--- config.mk ---
export PLATFORM = sky130hd
export DESIGN_NAME = ball_split_ctrl_flat
export DESIGN_NICKNAME = d
export VERILOG_FILES = /design/src/rtl/ball_pkg.sv /design/src/rtl/ball_split_ctrl_if.sv /design/src/rtl/ball_free_slot_finder.sv /design/src/rtl/ball_split_ctrl.sv /design/src/flat_wrapper.sv
export SDC_FILE = /design/constraint.sdc
export NUM_CORES = 1
export LEC_CHECK = 0
export BUFFER_PORTS_ARGS = -buffer_cell sky130_fd_sc_hd__buf_2
export CORE_MARGIN = 3
export CORE_UTILIZATION = 30
export DETAILED_ROUTE_END_ITERATION = 6
export SETUP_SLACK_MARGIN = 0.2
export SYNTH_ARGS = -nofsm -noshare
export SYNTH_HDL_FRONTEND = slang
export SYNTH_SLANG_ARGS = --single-unit
--- constraint.sdc ---
create_clock -name clk -period 5 [get_ports clk]
set_input_delay 1 -clock clk [delete_from_list [all_inputs] [get_ports clk]]
set_output_delay 1 -clock clk [all_outputs]
set_load 0.01 [all_outputs]
--- src/rtl/ball_pkg.sv ---
// Shared types and constants for the ball split controller and its slot datapath.
package ball_pkg;

    typedef enum logic [2:0] {SPAWN, IDLE, SPLIT_A, SPLIT_B, KILL, WAIT} state_t;
    typedef logic [1:0] ball_size_t;

    localparam int SPEED_W    = 11;
    localparam int POS_W      = 11;
    localparam int MULTIPLIER = 64;

    // Largest magnitude a speed field can carry: 16 px/frame in 1/MULTIPLIER units.
    localparam int SPEED_LIMIT = 16 * MULTIPLIER - 1;

    function automatic logic signed [SPEED_W-1:0] to_speed(input int v);
        int c;
        c = v;
        if (c > SPEED_LIMIT)
            c = SPEED_LIMIT;
        else if (c < -SPEED_LIMIT - 1)
            c = -SPEED_LIMIT - 1;
        return c[SPEED_W-1:0];
    endfunction

endpackage

--- src/rtl/ball_split_ctrl_if.sv ---
// Hit input and slot load bus between collision logic, the controller and ball slots.
interface ball_split_ctrl_if #(
    parameter int NUM_BALLS = 4
);
    import ball_pkg::*;

    localparam int IDX_W = $clog2(NUM_BALLS);

    logic                       hitValid;
    logic [IDX_W-1:0]           hitIdx;
    logic [POS_W-1:0]           hitX;
    logic [POS_W-1:0]           hitY;

    logic                       loadValid;
    logic [IDX_W-1:0]           loadIdx;
    logic [POS_W-1:0]           loadX;
    logic [POS_W-1:0]           loadY;
    logic signed [SPEED_W-1:0]  loadXSpeed;
    logic signed [SPEED_W-1:0]  loadYSpeed;

    modport master (
        input  hitValid, hitIdx, hitX, hitY,
        output loadValid, loadIdx, loadX, loadY, loadXSpeed, loadYSpeed
    );

    modport slave (
        output hitValid, hitIdx, hitX, hitY,
        input  loadValid, loadIdx, loadX, loadY, loadXSpeed, loadYSpeed
    );

endinterface

--- src/rtl/ball_free_slot_finder.sv ---
// Priority encoder returning the lowest-index inactive ball slot.
module ball_free_slot_finder #(
    parameter int NUM_BALLS = 4
) (
    input  logic [NUM_BALLS-1:0]         active,
    output logic                         found,
    output logic [$clog2(NUM_BALLS)-1:0] idx
);

    localparam int IDX_W = $clog2(NUM_BALLS);

    always_comb begin
        found = 1'b0;
        idx   = '0;
        for (int unsigned i = 0; i < NUM_BALLS; i++) begin
            if (!active[i] && !found) begin
                found = 1'b1;
                idx   = i[IDX_W-1:0];
            end
        end
    end

endmodule

--- src/rtl/ball_split_ctrl.sv ---
// Ball slot scheduler: spawns the first ball, splits or kills balls on rope hits,
// and respawns after a level clear.
module ball_split_ctrl
    import ball_pkg::*;
#(
    parameter int NUM_BALLS       = 4,
    parameter int MAX_SIZE        = 2,
    parameter int INITIAL_X       = 26,
    parameter int INITIAL_Y       = 26,
    parameter int INITIAL_X_SPEED = 100,
    parameter int SPLIT_X_SPEED   = 64,
    parameter int SPLIT_Y_SPEED   = 200,
    parameter int RESPAWN_FRAMES  = 60
) (
    input  logic                   clk,
    input  logic                   reset,
    input  logic                   startOfFrame,
    ball_split_ctrl_if.master      bus,
    output logic [NUM_BALLS-1:0]   active,
    output logic [2*NUM_BALLS-1:0] sizes,
    output logic                   busy,
    output logic                   levelClear
);

    localparam int IDX_W = $clog2(NUM_BALLS);
    localparam int CNT_W = $clog2(RESPAWN_FRAMES + 1);

    localparam logic signed [SPEED_W-1:0] SPAWN_XS = to_speed(INITIAL_X_SPEED);
    localparam logic signed [SPEED_W-1:0] LEFT_XS  = to_speed(-SPLIT_X_SPEED);
    localparam logic signed [SPEED_W-1:0] RIGHT_XS = to_speed(SPLIT_X_SPEED);
    localparam logic signed [SPEED_W-1:0] UP_YS    = to_speed(-SPLIT_Y_SPEED);

    state_t             state, state_n;
    ball_size_t         size_q [NUM_BALLS];
    logic [IDX_W-1:0]   hit_idx_q;
    logic [POS_W-1:0]   hit_x_q, hit_y_q;
    ball_size_t         child_size_q;
    logic               free_found_q;
    logic [IDX_W-1:0]   free_idx_q;
    logic [CNT_W-1:0]   frame_cnt;

    logic               free_found;
    logic [IDX_W-1:0]   free_idx;
    logic               hit_ok;
    ball_size_t         hit_size;
    logic [NUM_BALLS-1:0] remaining;
    logic               last_frame;

    ball_free_slot_finder #(
        .NUM_BALLS(NUM_BALLS)
    ) u_free (
        .active(active),
        .found (free_found),
        .idx   (free_idx)
    );

    always_ff @(posedge clk or posedge reset) begin
        if (reset)
            state <= SPAWN;
        else
            state <= state_n;
    end

    always_comb begin
        state_n    = state;
        hit_ok     = bus.hitValid && active[bus.hitIdx];
        hit_size   = size_q[bus.hitIdx];
        remaining  = active & ~(NUM_BALLS'(1) << hit_idx_q);
        last_frame = startOfFrame && (frame_cnt == CNT_W'(RESPAWN_FRAMES - 1));
        levelClear = 1'b0;
        busy       = (state != IDLE);
        case (state)
            SPAWN:   state_n = IDLE;
            IDLE:    if (hit_ok) state_n = (hit_size == '0) ? KILL : SPLIT_A;
            SPLIT_A: state_n = SPLIT_B;
            SPLIT_B: state_n = IDLE;
            KILL: begin
                levelClear = (remaining == '0);
                state_n    = (remaining == '0) ? WAIT : IDLE;
            end
            WAIT:    if (last_frame) state_n = SPAWN;
            default: state_n = SPAWN;
        endcase
    end

    always_comb begin
        sizes = '0;
        for (int unsigned i = 0; i < NUM_BALLS; i++)
            sizes[2*i +: 2] = size_q[i];
    end

    // Each load is registered by the cycle that decides it: split loads land during
    // SPLIT_A/SPLIT_B, the spawn load lands the cycle after SPAWN.
    always_ff @(posedge clk or posedge reset) begin
        if (reset) begin
            bus.loadValid  <= 1'b0;
            bus.loadIdx    <= '0;
            bus.loadX      <= '0;
            bus.loadY      <= '0;
            bus.loadXSpeed <= '0;
            bus.loadYSpeed <= '0;
            active         <= '0;
            for (int unsigned i = 0; i < NUM_BALLS; i++)
                size_q[i] <= '0;
            hit_idx_q      <= '0;
            hit_x_q        <= '0;
            hit_y_q        <= '0;
            child_size_q   <= '0;
            free_found_q   <= 1'b0;
            free_idx_q     <= '0;
            frame_cnt      <= '0;
        end else begin
            bus.loadValid <= 1'b0;
            case (state)
                SPAWN: begin
                    bus.loadValid  <= 1'b1;
                    bus.loadIdx    <= '0;
                    bus.loadX      <= POS_W'(INITIAL_X);
                    bus.loadY      <= POS_W'(INITIAL_Y);
                    bus.loadXSpeed <= SPAWN_XS;
                    bus.loadYSpeed <= '0;
                    active[0]      <= 1'b1;
                    size_q[0]      <= ball_size_t'(MAX_SIZE);
                end
                IDLE: begin
                    if (hit_ok) begin
                        hit_idx_q    <= bus.hitIdx;
                        hit_x_q      <= bus.hitX;
                        hit_y_q      <= bus.hitY;
                        child_size_q <= hit_size - 2'd1;
                        free_found_q <= free_found;
                        free_idx_q   <= free_idx;
                        if (hit_size != '0) begin
                            bus.loadValid  <= 1'b1;
                            bus.loadIdx    <= bus.hitIdx;
                            bus.loadX      <= bus.hitX;
                            bus.loadY      <= bus.hitY;
                            bus.loadXSpeed <= LEFT_XS;
                            bus.loadYSpeed <= UP_YS;
                        end
                    end
                end
                SPLIT_A: begin
                    size_q[hit_idx_q] <= child_size_q;
                    if (free_found_q) begin
                        bus.loadValid  <= 1'b1;
                        bus.loadIdx    <= free_idx_q;
                        bus.loadX      <= hit_x_q;
                        bus.loadY      <= hit_y_q;
                        bus.loadXSpeed <= RIGHT_XS;
                        bus.loadYSpeed <= UP_YS;
                    end
                end
                SPLIT_B: begin
                    if (free_found_q) begin
                        active[free_idx_q] <= 1'b1;
                        size_q[free_idx_q] <= child_size_q;
                    end
                end
                KILL: begin
                    active <= remaining;
                    if (remaining == '0)
                        frame_cnt <= '0;
                end
                WAIT: begin
                    if (startOfFrame)
                        frame_cnt <= last_frame ? '0 : frame_cnt + 1'b1;
                end
                default: ;
            endcase
        end
    end

endmodule
--- src/flat_wrapper.sv ---
// flat-port wrapper written by rule: the top's interface ports become plain ports
module ball_split_ctrl_flat import ball_pkg::*;
#(
    parameter int NUM_BALLS       = 4,
    parameter int MAX_SIZE        = 2,
    parameter int INITIAL_X       = 26,
    parameter int INITIAL_Y       = 26,
    parameter int INITIAL_X_SPEED = 100,
    parameter int SPLIT_X_SPEED   = 64,
    parameter int SPLIT_Y_SPEED   = 200,
    parameter int RESPAWN_FRAMES  = 60
)
  (clk, reset, startOfFrame, active, sizes, busy, levelClear, bus_hitValid, bus_hitIdx, bus_hitX, bus_hitY, bus_loadValid, bus_loadIdx, bus_loadX, bus_loadY, bus_loadXSpeed, bus_loadYSpeed);
  ball_split_ctrl_if #(.NUM_BALLS(NUM_BALLS)) bus_i ();
  input  logic clk;
  input  logic reset;
  input  logic startOfFrame;
  output logic [NUM_BALLS-1:0] active;
  output logic [2*NUM_BALLS-1:0] sizes;
  output logic busy;
  output logic levelClear;
  input wire logic [$bits(bus_i.hitValid)-1:0] bus_hitValid;
  input wire logic [$bits(bus_i.hitIdx)-1:0] bus_hitIdx;
  input wire logic [$bits(bus_i.hitX)-1:0] bus_hitX;
  input wire logic [$bits(bus_i.hitY)-1:0] bus_hitY;
  output wire logic [$bits(bus_i.loadValid)-1:0] bus_loadValid;
  output wire logic [$bits(bus_i.loadIdx)-1:0] bus_loadIdx;
  output wire logic [$bits(bus_i.loadX)-1:0] bus_loadX;
  output wire logic [$bits(bus_i.loadY)-1:0] bus_loadY;
  output wire logic [$bits(bus_i.loadXSpeed)-1:0] bus_loadXSpeed;
  output wire logic [$bits(bus_i.loadYSpeed)-1:0] bus_loadYSpeed;
  assign bus_i.hitValid = bus_hitValid;
  assign bus_i.hitIdx = bus_hitIdx;
  assign bus_i.hitX = bus_hitX;
  assign bus_i.hitY = bus_hitY;
  assign bus_loadValid = bus_i.loadValid;
  assign bus_loadIdx = bus_i.loadIdx;
  assign bus_loadX = bus_i.loadX;
  assign bus_loadY = bus_i.loadY;
  assign bus_loadXSpeed = bus_i.loadXSpeed;
  assign bus_loadYSpeed = bus_i.loadYSpeed;
  ball_split_ctrl #(.NUM_BALLS(NUM_BALLS), .MAX_SIZE(MAX_SIZE), .INITIAL_X(INITIAL_X), .INITIAL_Y(INITIAL_Y), .INITIAL_X_SPEED(INITIAL_X_SPEED), .SPLIT_X_SPEED(SPLIT_X_SPEED), .SPLIT_Y_SPEED(SPLIT_Y_SPEED), .RESPAWN_FRAMES(RESPAWN_FRAMES)) u_core (.clk(clk), .reset(reset), .startOfFrame(startOfFrame), .bus(bus_i), .active(active), .sizes(sizes), .busy(busy), .levelClear(levelClear));
endmodule
==> impl_metrics.toml, run 1 <==
[run_status]
status = "completed"

[detailed_routing]
first_pass_iters = 4
drc = 0
drt-total-wl_mm = 8.74
via_count = 2776
drt_iter0_drc = 198
ant_nets = 0
post_drt_wl_per_cell_um = 15.0
via_per_inst = 4.76

[place]
hpwl_mm = 5.95
gp_congestion = 0.819
portBuffers = 79
dpl-instance-area_sq_um = 4170
dp.cells = 567
place_ws_ns = 1.81

[pwr]
ir_drop_v = 0.000139
pwr-share-seq = 0.469
p_per_area_nw_per_um2 = 304
switching_share = 0.215
p_leak_nw = 2.28
power_switching_mw = 0.293
p_clk_frac = 0.502
p_int_mw = 1.07
p_comb_frac = 0.029

[sta]
drv_slew = 0
period_share = 0.610
setup_tns_ns = 0
period_needed_ns = 3.05
maxSlewHeadroom = 0.352
grt_setup_unrepaired = "no"
tightest_slew_ns = 0.970
hold_viol = 0
setup_violations = 0
skew_ns = 0.00856
max_clock_freq_mhz = 328
layout_setup_ws_ns = 1.95
holdWs_ns = 0.479

[global_routing]
grt_max_degree = 46
grt_pass1_wl_mm = 14.3
track_usage = 0.126
grt_pass1_vias = 2685
grt_antenna_before_repair = 0
grt_overflow = 0

[floorplan]
fp.coreArea_sq_um = 12100
rows = 40
start_util = 0.309
die_y_um = 117
num_io_pins = 89
die_w_um = 117
dieArea_sq_um = 13800

[clocking]
clock-root-buffer = "clkbuf_16"
clock_path_buffers = 2
hold_buffers = 0
clock_sinks = 79
clock_latency_ns = 0.33
cts_buffers = 9
post-cts-setup-buffers = 0
htreeDepth = 3
cts.clk_slew.worst_paths_ns = 0.06
tritoncts = "built"
post_cts_resized = 0

[finish]
diodes = 0
syn2layout_area_growth_pct = 20.4
nNetsFinal = 440
drive_gt1_frac = 0.272
nFillCells = 1194
multi_input_area_sq_um = 1520
fin_cells = 583
regArea_sq_um = 1980
stdcell_area_sq_um = 4490

[setup_path]
crit_fanout = 20
arrival_ns = 2.05
crit_slowest_cell = "dfrtp_1"
max_stage_delay_ns = 0.60
path_delay_family = "simple AND/OR/NAND/NOR gates"
crit_path_start_kind = "register"
crit_chain = "or3b_4 -> a21o_1 -> nor2_1 -> buf_2"
worstSetupPathType = "reg2out"
crit_start = "u_core.state[0]"
cp_num_buf_inv = 1
r2r-start = "u_core.state[0]"
endpoint_kind = "primary output"
critPathRequiredTime_ns = 4.00

[synthesis]
synth_area_leaders = "dfrtp_1 53%, mux2_1 8.8%, a22oi_1 4.8%"
synth_async_sr_flop_share = 1.00
synth-main-ff-cell = "dfrtp_1"
synth_cell_type_count = 48
yosysSeqAreaShare = 0.531
ys_ff_latch = 79
synth-edff-count = 0
yosysTopAreaCellShare = 0.531
syn_area_sq_um = 3730
synth_top_cell_by_area = "dfrtp_1"
synth_warnings = 0
synthCells = 348
synth_area_per_cell_sq_um = 10.7

[job]
maxCapViolations = 0

[worst_hold_path]
min_path_type = "reg2reg"
min-delay-start = "u_core.bus.loadXSpeed[6]"
[flip-flops by register name (all words and copies together) (netlist names)]
register,count
u_core.child_size_q,2
u_core.active,4
u_core.bus.loadIdx,2
u_core.bus.loadYSpeed,1
u_core.free_found_q,1
u_core.bus.loadValid,1
u_core.hit_idx_q,2
u_core.state,3
u_core.hit_y_q,11
u_core.sizes,8
u_core.bus.loadX,11
u_core.bus.loadY,11
u_core.hit_x_q,11
u_core.frame_cnt,6
u_core.bus.loadXSpeed,3
u_core.free_idx_q,2
[cell usage in the layout, fill, tap and decap left out, types with 5 or more instances in the layout]
cell,n
nand3_1,5
mux2_1,29
inv_1,8
nand2b_1,5
dfrtp_1,79
conb_1,9
o21ai_1,19
clkbuf_16,9
a22oi_1,24
nand2_1,13
nor2_1,39
buf_2,79
a21oi_1,31
[worst register-to-register path, cell delays in order (launching register included)]
cell	delay, ns
dfrtp_1	0.73
nor3b_4	0.32
nand3_2	0.75
mux2_1	0.63
[cell families after synthesis]
kind of cell,after synthesis,share of synthesized area
AOI/OAI and AO/OA,100,0.173
and+or+nand+nor,84,0.110
DFF,79,0.531
buffers and inverters,50,0.0729
muxes,32,0.106
adders and majority gates,2,0.00671
other,1,0.00101
[cell usage after synthesis, drive strengths merged (3+ instances only)]
cell type and number:
nand2 13, inv 11, nor3 3, clkbuf 8, nor2 41, mux4 3, a21oi 31, o31ai 4
a211oi 3, buf 31, nand2b 5, nand3 6, a22oi 24, o21ai 23, nor2b 4, mux2 29
dfrtp 79
[final cells by class]
type                       instances  share of cell area
clock buffer                      11              0.0563
clock inverter                     5              0.0142
inverter                          11             0.00948
multi-input combinational        227               0.339
sequential                        79               0.441
tap                              168              0.0469
timing repair buffer              82              0.0932
[worst paths after layout]
check / end / slack, ns / cells past startpoint
min in group asynchronous: u_core.bus.loadY[5] / 0.74 / 2
min: u_core.bus.loadXSpeed[6] / 0.48 / 1
max reg2reg: u_core.hit_x_q[2] / 2.46 / 3
max: levelClear / 1.95 / 4
min reg2reg: u_core.bus.loadXSpeed[6] / 0.48 / 1
max in group asynchronous: u_core.hit_idx_q[0] / 3.27 / 3
[power groups by stage]
| stage | clock network, mW | registers (mW) | logic [mW] |
|---|---|---|---|
| floorplan | 0 | 0.651 | 0.0256 |
| global placement | 0 | 0.651 | 0.0395 |
| detailed placement | 0 | 0.651 | 0.0406 |
| CTS | 0.698 | 0.639 | 0.0407 |
| global route | 0.729 | 0.639 | 0.0450 |
| finish | 0.685 | 0.639 | 0.0395 |
[metrics by stage]
step           power, mW   util
2_1_floorplan      0.677      -
3_3_place_gp       0.690  0.346
3_5_place_dp       0.692  0.346
4_1_cts             1.38  0.372
5_1_grt             1.41  0.372
6_report            1.36  0.372
[per-layer routing]
metal  GRT usage  vias to the layer above  wire, um
met4      0.0396                        0        85
li1            -                     1338         -
met3      0.0251                        5       419
met2       0.196                       79      4030
met1       0.178                     1354      4210
met5           0                        -         0
Note: power is estimated with default switching activity, not from simulation.
==> run 2, diff against run 1 <==
==> constraint.sdc (replaced) <==
create_clock -name clk -period 2.56 [get_ports clk]
set_input_delay 0.512 -clock clk [delete_from_list [all_inputs] [get_ports clk]]
set_output_delay 0.512 -clock clk [all_outputs]
set_load 0.01 [all_outputs]
==> run 2 against run 1 <==
  * Sequential power increased by 96%
  * Die area unchanged
  * Clock power increased by 90%
  * Largest cell class unchanged
==> impl_metrics.toml, run 2 (synthesis results as in run 1) <==
[run_status]
status = "completed"

[clocking]
clock_latency_ns = 0.33
cts_buffers = 9
cts.clk_slew.worst_paths_ns = 0.06
htreeDepth = 3
post-cts-setup-buffers = 0
clock_sinks = 79
tritoncts = "built"
clock-root-buffer = "clkbuf_16"
clock_path_buffers = 2

[finish]
syn2layout_area_growth_pct = 22.9
diodes = 0
nNetsFinal = 449
stdcell_area_sq_um = 4580
fin_cells = 592
layout_common_cells = "79 x buf_2, 79 x dfrtp_1, 39 x nor2_1"
nFillCells = 1204
drive_gt1_frac = 0.290
utilization = 0.380

[setup_path]
r2r-start = "u_core.sizes[4]"
arrival_ns = 1.72
crit_fanout = 28
cp_num_buf_inv = 4
reg2reg_setup_slack_ns = 0.50
crit_top_cell = "buf_4"
reg2regPathDepth = 9
worstSetupPathType = "reg2out"
critPathRequiredTime_ns = 2.05
crit_slowest_cell = "buf_4"
endpoint_kind = "primary output"
max_stage_delay_ns = 0.37
crit_path_start_kind = "register"
reg2reg_to = "u_core.bus.loadX[1]"
crit_chain = "buf_4 -> nor3b_4 -> buf_4 -> inv_2 -> buf_2"
path_delay_family = "buffers and inverters"

[pwr]
switching_share = 0.214
p_comb_frac = 0.030
power_switching_mw = 0.562
pwr-share-seq = 0.475
p_leak_nw = 2.33
p_per_area_nw_per_um2 = 574
p_int_mw = 2.06
ir_drop_v = 0.000372
p_clk_frac = 0.494
power_mw = 2.63

[global_routing]
grt_pass1_wl_mm = 14.6
grt_overflow = 0
grt_antenna_before_repair = 0
track_usage = 0.130
grt_max_degree = 80
grt_pass1_vias = 2773

[sta]
skew_ns = 0.00660
hold_viol = 0
tightest_slew_ns = 0.595
period_share = 0.874
max_clock_freq_mhz = 447
setup_violations = 0
layout_setup_ws_ns = 0.323
holdWs_ns = 0.275
period_needed_ns = 2.24
drv_slew = 0
grt_setup_unrepaired = "no"
setup_tns_ns = 0
maxSlewHeadroom = 0.602

[place]
dpl-instance-area_sq_um = 4260
place_ws_ns = -0.103
portBuffers = 79
hpwl_mm = 6.05
gp_congestion = 0.800
dp.cells = 575

[floorplan]
num_io_pins = 89
fp.coreArea_sq_um = 12100
start_util = 0.309
dieArea_sq_um = 13800
rows = 40
die_w_um = 117
die_y_um = 117

[job]
maxCapViolations = 0

[detailed_routing]
via_per_inst = 4.78
first_pass_iters = 4
post_drt_wl_per_cell_um = 15.2
ant_nets = 0
drc = 0
drt-total-wl_mm = 9.02
drt_iter0_drc = 176
via_count = 2831

[worst_hold_path]
min_path_type = "in2async"
==> run 2: cell types whose count changed in the layout (fill, tap and decap cells not counted), sizes merged <==
cell and change:
buf +8, clkbuf -1, clkinvlp +1, nor2 +1
==> run 2: tightest hold or removal path: cells and delay by family <==
family | cells | cell delay [ns]
buf+inv | 3 | 0.51
==> run 2: layout make-up <==
| type | count | area, sq um | share of cell area |
|---|---|---|---|
| clock inverter | 6 | 68.8 | 0.0150 |
| clock buffer | 10 | 239 | 0.0522 |
| tap | 168 | 210 | 0.0459 |
| inverter | 11 | 45.0 | 0.00984 |
| sequential | 79 | 1980 | 0.432 |
| timing repair buffer | 90 | 503 | 0.110 |
| multi-input combinational | 228 | 1540 | 0.336 |
==> run 2: what timing repair did <==
action	CTS	global route
hold buffers	0	0
setup endpoints to repair	0	27
endpoints found under the hold margin	0	0
gates resized for setup	0	2
==> run 2: metal layers <==
layer / GRT usage / vias to the layer above / wire length (um)
met2: 0.198 / 87 / 4190
met4: 0.0455 / 0 / 144
li1: - / 1356 / -
met3: 0.0270 / 11 / 423
met1: 0.183 / 1377 / 4260
met5: 0 / - / 0
==> run 2: worst max-delay path by stage <==
stage | from | end | slack (ns) | cells after the start
2_1_floorplan | bus_hitIdx[0] | u_core.bus.loadX[3] | 0.47 | 9
3_3_place_gp | bus_hitIdx[0] | u_core.bus.loadX[4] | 0.02 | 9
3_5_place_dp | bus_hitIdx[0] | u_core.bus.loadX[7] | -0.10 | 8
4_1_cts | bus_hitIdx[0] | u_core.bus.loadX[2] | 0.25 | 9
5_1_grt | u_core.state[0] | busy | 0.22 | 5
6_report | u_core.state[0] | busy | 0.32 | 5
==> run 2: power groups by stage <==
stage	sequential [mW]	clock (mW)	combinational, mW
2_1_floorplan	1.27	0	0.0504
3_3_place_gp	1.27	0	0.0800
3_5_place_dp	1.27	0	0.0815
4_1_cts	1.25	1.33	0.0817
5_1_grt	1.25	1.40	0.0905
6_report	1.25	1.30	0.0797
